**src/rtl/burst_ram_arbiter_pkg.sv**
```systemverilog
// Shared types and constants for the two-port burst RAM arbiter.
package burst_ram_arbiter_pkg;

    typedef enum logic [1:0] {
        WAIT_CALIB = 2'd0,
        IDLE       = 2'd1,
        WRITE      = 2'd2,
        READ       = 2'd3
    } arb_state_t;

    typedef logic port_idx_t;

    localparam logic CMD_READ  = 1'b0;
    localparam logic CMD_WRITE = 1'b1;

endpackage

```
**src/rtl/burst_ram_arbiter_rr_pick2.sv**
```systemverilog
// Combinational two-requester pick: a lone requester wins, a tie goes to the
// port named by the priority pointer.
module rr_pick2
    import burst_ram_arbiter_pkg::*;
(
    input  logic [1:0] req,
    input  port_idx_t  prio,
    output port_idx_t  grant_idx,
    output logic       grant_valid
);

    always_comb begin
        grant_valid = |req;
        grant_idx   = 1'b0;
        if (req == 2'b11) begin
            grant_idx = prio;
        end else if (req[1]) begin
            grant_idx = 1'b1;
        end
    end

endmodule

```
**src/rtl/burst_ram_arbiter.sv**
```systemverilog
// Two-port burst RAM arbiter. Define BURST_RAM_ARBITER_ROUND_ROBIN_EN for
// round-robin tie breaking; otherwise port 0 has fixed priority.
//
// state      | meaning
// WAIT_CALIB | RAM not calibrated, no grants
// IDLE       | grant one pending request when RAM not busy
// WRITE      | forwarding owner's remaining write beats
// READ       | forwarding read beats to owner until burst complete
module burst_ram_arbiter
    import burst_ram_arbiter_pkg::*;
#(
    parameter int DEPTH_BITWIDTH = 4,
    parameter int BURST_COUNT    = 4
) (
    input  logic                      clk,
    input  logic                      rst,
    input  logic                      m0_cmd,
    input  logic                      m0_cmd_en,
    input  logic [DEPTH_BITWIDTH-1:0] m0_addr,
    input  logic [63:0]               m0_wr_data,
    input  logic [7:0]                m0_data_mask,
    output logic                      m0_ack,
    output logic [63:0]               m0_rd_data,
    output logic                      m0_rd_data_valid,
    input  logic                      m1_cmd,
    input  logic                      m1_cmd_en,
    input  logic [DEPTH_BITWIDTH-1:0] m1_addr,
    input  logic [63:0]               m1_wr_data,
    input  logic [7:0]                m1_data_mask,
    output logic                      m1_ack,
    output logic [63:0]               m1_rd_data,
    output logic                      m1_rd_data_valid,
    output logic                      br_cmd,
    output logic                      br_cmd_en,
    output logic [DEPTH_BITWIDTH-1:0] br_addr,
    output logic [63:0]               br_wr_data,
    output logic [7:0]                br_data_mask,
    input  logic [63:0]               br_rd_data,
    input  logic                      br_rd_data_valid,
    input  logic                      br_init_calib,
    input  logic                      br_busy
);

    localparam int CNT_W = $clog2(BURST_COUNT) + 1;
    localparam logic [CNT_W-1:0] WR_LAST = CNT_W'((BURST_COUNT > 1) ? BURST_COUNT - 2 : 0);
    localparam logic [CNT_W-1:0] RD_LAST = CNT_W'(BURST_COUNT - 1);
    localparam logic [CNT_W-1:0] CNT_ONE = CNT_W'(1);

    arb_state_t       state, state_nxt;
    logic [CNT_W-1:0] beat_cnt, beat_cnt_nxt;
    port_idx_t        owner, owner_nxt, prio, pick_idx;
    logic             pick_valid, grant;

    logic                      sel_cmd;
    logic [DEPTH_BITWIDTH-1:0] sel_addr;
    logic [63:0]               sel_wr_data, own_wr_data;
    logic [7:0]                sel_mask, own_mask;

    rr_pick2 u_pick (
        .req         ({m1_cmd_en, m0_cmd_en}),
        .prio        (prio),
        .grant_idx   (pick_idx),
        .grant_valid (pick_valid)
    );

    assign sel_cmd     = pick_idx ? m1_cmd       : m0_cmd;
    assign sel_addr    = pick_idx ? m1_addr      : m0_addr;
    assign sel_wr_data = pick_idx ? m1_wr_data   : m0_wr_data;
    assign sel_mask    = pick_idx ? m1_data_mask : m0_data_mask;
    assign own_wr_data = owner    ? m1_wr_data   : m0_wr_data;
    assign own_mask    = owner    ? m1_data_mask : m0_data_mask;

    assign m0_rd_data = br_rd_data;
    assign m1_rd_data = br_rd_data;

    always_comb begin
        state_nxt        = state;
        beat_cnt_nxt     = beat_cnt;
        owner_nxt        = owner;
        m0_ack           = 1'b0;
        m1_ack           = 1'b0;
        m0_rd_data_valid = 1'b0;
        m1_rd_data_valid = 1'b0;
        br_cmd           = CMD_READ;
        br_cmd_en        = 1'b0;
        br_addr          = '0;
        br_wr_data       = '0;
        br_data_mask     = '0;
        // Outputs are gated by rst so reset wins even before the edge lands.
        grant = !rst && (state == IDLE) && !br_busy && pick_valid;

        unique case (state)
            WAIT_CALIB: begin
                if (br_init_calib) state_nxt = IDLE;
            end
            IDLE: begin
                if (grant) begin
                    m0_ack       = !pick_idx;
                    m1_ack       = pick_idx;
                    br_cmd_en    = 1'b1;
                    br_cmd       = sel_cmd;
                    br_addr      = sel_addr;
                    br_wr_data   = sel_wr_data;
                    br_data_mask = sel_mask;
                    owner_nxt    = pick_idx;
                    beat_cnt_nxt = '0;
                    if (sel_cmd == CMD_WRITE) begin
                        state_nxt = (BURST_COUNT > 1) ? WRITE : IDLE;
                    end else begin
                        state_nxt = READ;
                    end
                end
            end
            WRITE: begin
                if (!rst) begin
                    br_cmd       = CMD_WRITE;
                    br_wr_data   = own_wr_data;
                    br_data_mask = own_mask;
                end
                beat_cnt_nxt = beat_cnt + CNT_ONE;
                if (beat_cnt == WR_LAST) state_nxt = IDLE;
            end
            READ: begin
                if (br_rd_data_valid) begin
                    m0_rd_data_valid = !rst && !owner;
                    m1_rd_data_valid = !rst && owner;
                    beat_cnt_nxt     = beat_cnt + CNT_ONE;
                    if (beat_cnt == RD_LAST) state_nxt = IDLE;
                end
            end
            default: state_nxt = WAIT_CALIB;
        endcase
    end

    always_ff @(posedge clk) begin
        if (rst) begin
            state    <= WAIT_CALIB;
            beat_cnt <= '0;
            owner    <= 1'b0;
            prio     <= 1'b0;
        end else begin
            state    <= state_nxt;
            beat_cnt <= beat_cnt_nxt;
            owner    <= owner_nxt;
`ifdef BURST_RAM_ARBITER_ROUND_ROBIN_EN
            if (grant) prio <= ~pick_idx;
`else
            prio     <= 1'b0;
`endif
        end
    end

endmodule

```
**config.mk**
```make
export PLATFORM = sky130hd
export DESIGN_NAME = burst_ram_arbiter
export DESIGN_NICKNAME = d
export VERILOG_FILES = /design/src/rtl/burst_ram_arbiter_pkg.sv /design/src/rtl/burst_ram_arbiter_rr_pick2.sv /design/src/rtl/burst_ram_arbiter.sv
export SDC_FILE = /design/constraint.sdc
export NUM_CORES = 1
export LEC_CHECK = 0
export CAP_MARGIN = 20
export CORE_AREA = 10 10 162 164
export CTS_BUF_LIST = sky130_fd_sc_hd__clkbuf_8
export DETAILED_ROUTE_END_ITERATION = 8
export DIE_AREA = 0 0 172 174
export SLEW_MARGIN = 20
export SYNTH_ARGS = -nofsm -noshare
export SYNTH_HDL_FRONTEND = slang
export SYNTH_HIERARCHICAL = 1
export SYNTH_SLANG_ARGS = --single-unit
```
**constraint.sdc**
```tcl
create_clock -name clk -period 1.7 [get_ports clk]
set_clock_uncertainty 0.05 [all_clocks]
set_input_delay 0.255 -clock clk [delete_from_list [all_inputs] [get_ports clk]]
set_output_delay 0.255 -clock clk [all_outputs]
set_load 0.05 [all_outputs]
```
==> metrics, run 1 <==
fill count=2254; Initial Util=0.176; Min-Delay Path Class=reg2reg; Die Ht=around 170 um; Syn. warnings=6; Cell Area, Synth=around 4100 um2; Placer Congestion=0.747; WP data arrival=roughly 1.8 ns; num ports=435; min cycle time layout=between 2 and 2.5 ns; synthesized instance count=approximately 530; H-tree depth=1; syn_nets=760; worst path cell trace=inv_4, ha_4, nand2_8, buf_12, buf_12, buf_16, o22ai_2, and2_4, buf_12; number of global-route vias before repair=about 4.7k; most common cell in the netlist=mux2i_1; Hold WS=~0.43 ns; post-synth top area share=0.362; ys async rst share=0; Reg clk slew, reported paths=0.04 ns; leakage power=3.16 nW; row cnt=between 50 and 60; Most used DFF post-synth=dfxtp_1; largest net degree at the start of global routing=32; fmax=484 MHz; Yosys reg bits=6; Initial DRC Count=112; Area Overhead vs Synth=110%; register area share after synthesis=0.0295; initial antenna violation count=0; Core ar.=23100 um2; Cell Pwr Density=about 550 nW/um2; global route total overflow=0; Vias=4399; DRC Markers=0; post-route ant nets=0; post-layout power=about 0.0047 W; GRT Total Usage=0.131; CP max FO=6; Max Transition Viols Final=0; first-pass GRT wire length=a little over 30 mm; final net count=just over 900; most frequent CP cell=buf_12; Routed WL=around 21 mm; Placed Cells=a little over 900; Slowest Stage Delay on Critical Path=0.35 ns; die width=172 um; WL/cell=22.3 um; VDD IR max=0.000362 V; Setup CP Type=reg2out; Non-Filler Instances=approximately 960; fraction of layout cells with a size suffix above 1=0.502; Port Buf Inserts=about 240; largest area contributor in the netlist=mux2i_1; Skew-Pair Late Insertion Delay=0.23 ns; most area-consuming cells after synthesis=mux2i_1 36%, buf_4 24%, and2_1 11%; Clock Sink Count=6; hpwl dp=around 15 mm; die area=~30000 um2; TritonCTS Buffers=3; crit end category=output port; fin area=about 8600 um2; period utilisation layout=1.22; worst setup margin=-0.366 ns; number of max-cap violations=0; RSZ-0062 raised after global routing=yes; final setup fails=80; final hold violation count=0; Setup TNS Final=-24.87 ns; Via density=4.57; critical path data required time=1.39 ns; outcome=finished with violations; Synth top cells by count=147 x mux2i_1, 130 x buf_4, 73 x and2_1, 72 x o22ai_1, 27 x buf_2; crit-path leading delay family=buffers and inverters; CP max stage cell=dfxtp_4; 1st-pass router iterations=6; buffers and inverters on the worst path=5; DP Area=~7200 um2; failing checks=setup timing; Inserted Diodes=0; clock buffer depth=2; Critical Path Source Type=register; Yosys cell types=35; Mean Syn Cell Area=about 7.7 um2; Root Buffer=clkbuf_8; number of flops mapped to enable cells by yosys=0; TritonCTS clock tree=yes
-- where the power goes --
group          leakage, nW  switching [W]  internal (W)
logic                 3.09        0.00206       0.00220
clock network       0.0269      0.0000737      0.000156
registers           0.0514      0.0000329      0.000175
-- logic make-up after synthesis --
logic type / after synthesis / synth area share
buffers and inverters: 180 / 0.296
muxes: 148 / 0.365
and+or+nand+nor: 100 / 0.145
AOI/OAI and AO/OA: 86 / 0.142
adders and majority gates: 7 / 0.0215
DFF: 6 / 0.0295
other: 1 / 0.000922
-- sequential cells by signal, summed over array words and instances, names as in the netlist --
signal,count
beat_cnt,3
owner,1
state,2
-- metal layers --
metal / track usage / wire [um]
met3: 0.0496 / 2220
met1: 0.134 / 7460
met2: 0.243 / 11300
met5: 0 / 0
met4: 0.0291 / 444
-- worst min-delay path, delay by kind of cell (launching register included) --
kind	cells	cell delay [ns]
AO/OA/AOI/OAI	1	0.06
AND/OR/NAND/NOR	1	0.05
flip-flops	1	0.33
-- cell usage in the layout, fill, tap and decap left out, drive strengths merged, types with 7 or more instances in the layout --
cell and count:
nand2 9, buf 151, o22ai 72, clkdlybuf4s50 156
nor2 7, inv 10, and2 73, ha 7
mux2i 147
-- through the flow --
step                      setup WS, ns  utilization
after floorplan                -0.0748            -
after global placement          -0.659        0.310
after detailed placement        -0.659        0.310
after CTS                       -0.390        0.357
after global routing            -0.433        0.370
final                           -0.366        0.370
-- layout make-up --
class / instances / area, um2 / area share
clock buffers: 3 / 41.3 / 0.00483
inverters: 9 / 38.8 / 0.00454
flip-flops and latches: 6 / 133 / 0.0155
multi-input cells: 342 / 3600 / 0.420
repair buffers: 312 / 4380 / 0.512
well taps: 290 / 363 / 0.0424
clock inverters: 1 / 3.75 / 0.000439
-- timing repair --
| item | in CTS | in global routing |
|---|---|---|
| hold buffers | 0 | 0 |
| gates cloned | 14 | 2 |
| resized for setup | 134 | 62 |
| hold endpoints to repair | 0 | 0 |
| setup endpoints to repair | 87 | 81 |
| pin swaps | 50 | 31 |
| setup buffers | 12 | 4 |
-- path summary, 6_finish.rpt --
check	start	end	slack, ns	cells past startpoint
max reg2reg	state[1]	state[0]	0.06	7
max	state[1]	br_wr_data[57]	-0.37	9
min	beat_cnt[1]	beat_cnt[1]	0.43	2
min reg2reg	beat_cnt[1]	beat_cnt[1]	0.43	2
No activity file was read; power rests on OpenSTA's default activity.
==> run 2: changes to the inputs <==
--- a/config.mk
+++ b/config.mk
@@ -6,10 +6,10 @@
 export NUM_CORES = 1
 export LEC_CHECK = 0
 export CAP_MARGIN = 20
-export CORE_AREA = 10 10 162 164
+export CORE_AREA = 2 2 168 170
 export CTS_BUF_LIST = sky130_fd_sc_hd__clkbuf_8
 export DETAILED_ROUTE_END_ITERATION = 8
-export DIE_AREA = 0 0 172 174
+export DIE_AREA = 0 0 170 172
 export SLEW_MARGIN = 20
 export SYNTH_ARGS = -nofsm -noshare
 export SYNTH_HDL_FRONTEND = slang
==> run 2 against run 1 <==
Effect of this change:
- the run still ends with setup timing left
- combinational power grew 21%
- register-to-register slack lost 0.02 ns
- non-clock buffer count grew 29
- worst hold slack gained 0.012 ns
- first-iteration DRC count shrank 32%
- flip-flop and latch count is the same
- utilization shrank 5.0 points
- global-route usage grew 0.55 points
- total power grew 19%
- wire length grew 1.2%
- fmax grew 1.5%
- largest power group unchanged
==> metrics, run 2 (synthesis results as in run 1) <==
Setup CP Type=in2out (was reg2out); Non-Filler Instances=1050 (was 963); reg2reg setup slack=0.04 ns (was 0.06 ns); HP Start=beat_cnt[2] (was beat_cnt[1]); Skew-Pair Late Insertion Delay=0.23 ns (about the same); Vias=4538 (was 4399); RSZ-0062 raised after global routing=yes (unchanged); crit end category=output port (unchanged); Routed WL=21.7 mm (was 21.5 mm); leakage power=3.37 nW (was 3.16 nW); die area=29200 um2 (was 29900 um2); dpl ws=-0.685 ns (was -0.659 ns); CP max FO=8 (was 6); largest registers=beat_cnt x3, state x2, owner x1 (unchanged); WP data arrival=1.73 ns (was 1.76 ns); H-tree depth=1 (unchanged); Area Overhead vs Synth=116% (was 110%); GRT Total Usage=0.136 (was 0.131); Hold Buf Count CTS=0 (unchanged); TritonCTS Buffers=3 (unchanged); fill count=2770 (was 2254); fmax=491 MHz (was 484 MHz); Placed Cells=994 (was 931); largest net degree at the start of global routing=21 (was 32); hpwl dp=14.0 mm (was 15.4 mm); worst reg2reg startpoint=state[1] (unchanged); Die Ht=172 um (was 174 um); failing checks=setup timing (unchanged); critical path data required time=1.39 ns (about the same); most common cell after layout, fill and taps aside=clkdlybuf4s50_1 (unchanged); hold path endpoint=beat_cnt[2] (was beat_cnt[1]); row cnt=61 (was 56); final hold violation count=0 (unchanged); Port Buf Inserts=242 (unchanged); Via density=4.32 (was 4.57); final setup fails=79 (was 80); Worst setup startpoint=m0_cmd_en (was state[1]); initial antenna violation count=2 (was 0); clock buffer depth=2 (unchanged); Min-Delay Path Class=reg2reg (unchanged); fraction of layout cells with a size suffix above 1=0.506 (was 0.502); DRC Markers=0 (unchanged); Placer Congestion=0.703 (was 0.747); post-route ant nets=0 (unchanged); Root Buffer=clkbuf_8 (unchanged); Clock Sink Count=6 (unchanged); first-pass GRT wire length=29.4 mm (was 30.2 mm); Max Transition Viols Final=0 (unchanged); Worst Hold Depth=2 (unchanged); Setup TNS Final=-21.43 ns (was -24.87 ns); TritonCTS clock tree=yes (unchanged); Initial DRC Count=76 (was 112); period utilisation layout=1.20 (was 1.22); global route total overflow=0 (unchanged); worst setup margin=-0.335 ns (was -0.366 ns); die width=170 um (was 172 um); Cell Pwr Density=639 nW/um2 (was 550 nW/um2); Critical Path Source Type=input pin (was register); WL/cell=20.7 um (was 22.3 um); end of the worst register-to-register path=state[0] (unchanged); outcome=finished with violations (unchanged); num ports=435 (unchanged); number of global-route vias before repair=4546 (was 4686); post-layout power=0.00562 W (was 0.00470 W); Hold WS=0.438 ns (was 0.426 ns); register area=130 um2 (was 133 um2); Worst R2R Path Depth=7 (unchanged); largest register by flop count=beat_cnt (unchanged); max FFs per register=3 (unchanged); 1st-pass router iterations=4 (was 6); Reg clk slew, reported paths=0.04 ns (about the same); Initial Util=0.148 (was 0.176); footprint of the multi-input gates=3510 um2 (was 3600 um2); commonest cells after routing, fill and taps aside=156 x clkdlybuf4s50_1, 132 x mux2i_1, 87 x buf_12, 71 x and2_4, 46 x o22ai_2 (was 156 x clkdlybuf4s50_1, 120 x mux2i_1, 100 x buf_12, 58 x and2_4, 44 x o22ai_2); min cycle time layout=2.04 ns (was 2.07 ns); Core ar.=27500 um2 (was 23100 um2); VDD IR max=0.000281 V (was 0.000362 V); final net count=936 (was 906); number of max-cap violations=0 (unchanged)
## run 2: metrics by stage
step / util / cell area, um2
3_3_place_gp: 0.257 / 7070
6_report: 0.320 / 8790
4_1_cts: 0.304 / 8360
2_1_floorplan: - / 4280
3_5_place_dp: 0.257 / 7070
5_1_grt: 0.320 / 8780
## run 2: worst max-delay path by stage
stage                     slack, ns               to  cells after the start
after global placement        -0.69           br_cmd                      9
after global routing          -0.40   br_wr_data[28]                     10
after floorplan               -0.07  br_data_mask[0]                      6
after CTS                     -0.38    br_wr_data[1]                      9
final                         -0.34   br_wr_data[28]                     10
after detailed placement      -0.68   br_wr_data[22]                      9
## run 2: worst max-delay path, cell delays in order
cell      delay (ns)
buf_6           0.09
buf_6           0.10
a21boi_4        0.19
buf_12          0.17
buf_12          0.15
buf_12          0.13
mux2i_2         0.23
o22ai_2         0.11
and2_4          0.15
buf_12          0.14
## run 2: where the power goes
part	internal [W]	leakage [nW]	total, W	switching [W]
Clock	0.000156	0.0269	0.000231	0.0000746
Combinational	0.00281	3.29	0.00518	0.00237
Sequential	0.000173	0.0511	0.000203	0.0000301
## run 2: area by class of cell
type	count	share of cell area
antenna	1	0.000285
clock buffer	3	0.00470
timing repair buffer	341	0.527
tap	346	0.0493
inverter	9	0.00413
sequential	6	0.0148
multi-input combinational	343	0.399
clock inverter	1	0.000427
## run 2: what timing repair did
action                                  4_1_cts  5_1_grt
endpoints found under the setup margin       87       82
resized for setup                           133      102
setup buffers                                26       15
cloned                                       20        2
pin swaps                                    46       72
## run 2: routing by layer
metal  part of all wire  GRT usage  up-vias
met3              0.075     0.0364       73
met5            0.00055          0        -
met4              0.036     0.0461        2
li1                   -          -     2110
met1               0.37      0.149     2141
met2               0.52      0.254      212
==> run 3: changes to the inputs <==
--- a/config.mk
+++ b/config.mk
@@ -10,7 +10,6 @@
 export CTS_BUF_LIST = sky130_fd_sc_hd__clkbuf_8
 export DETAILED_ROUTE_END_ITERATION = 8
 export DIE_AREA = 0 0 170 172
-export SLEW_MARGIN = 20
 export SYNTH_ARGS = -nofsm -noshare
 export SYNTH_HDL_FRONTEND = slang
 export SYNTH_HIERARCHICAL = 1
==> results of run 3 <==
No change in the layout: final DEF, timing and power equal those of run 2.
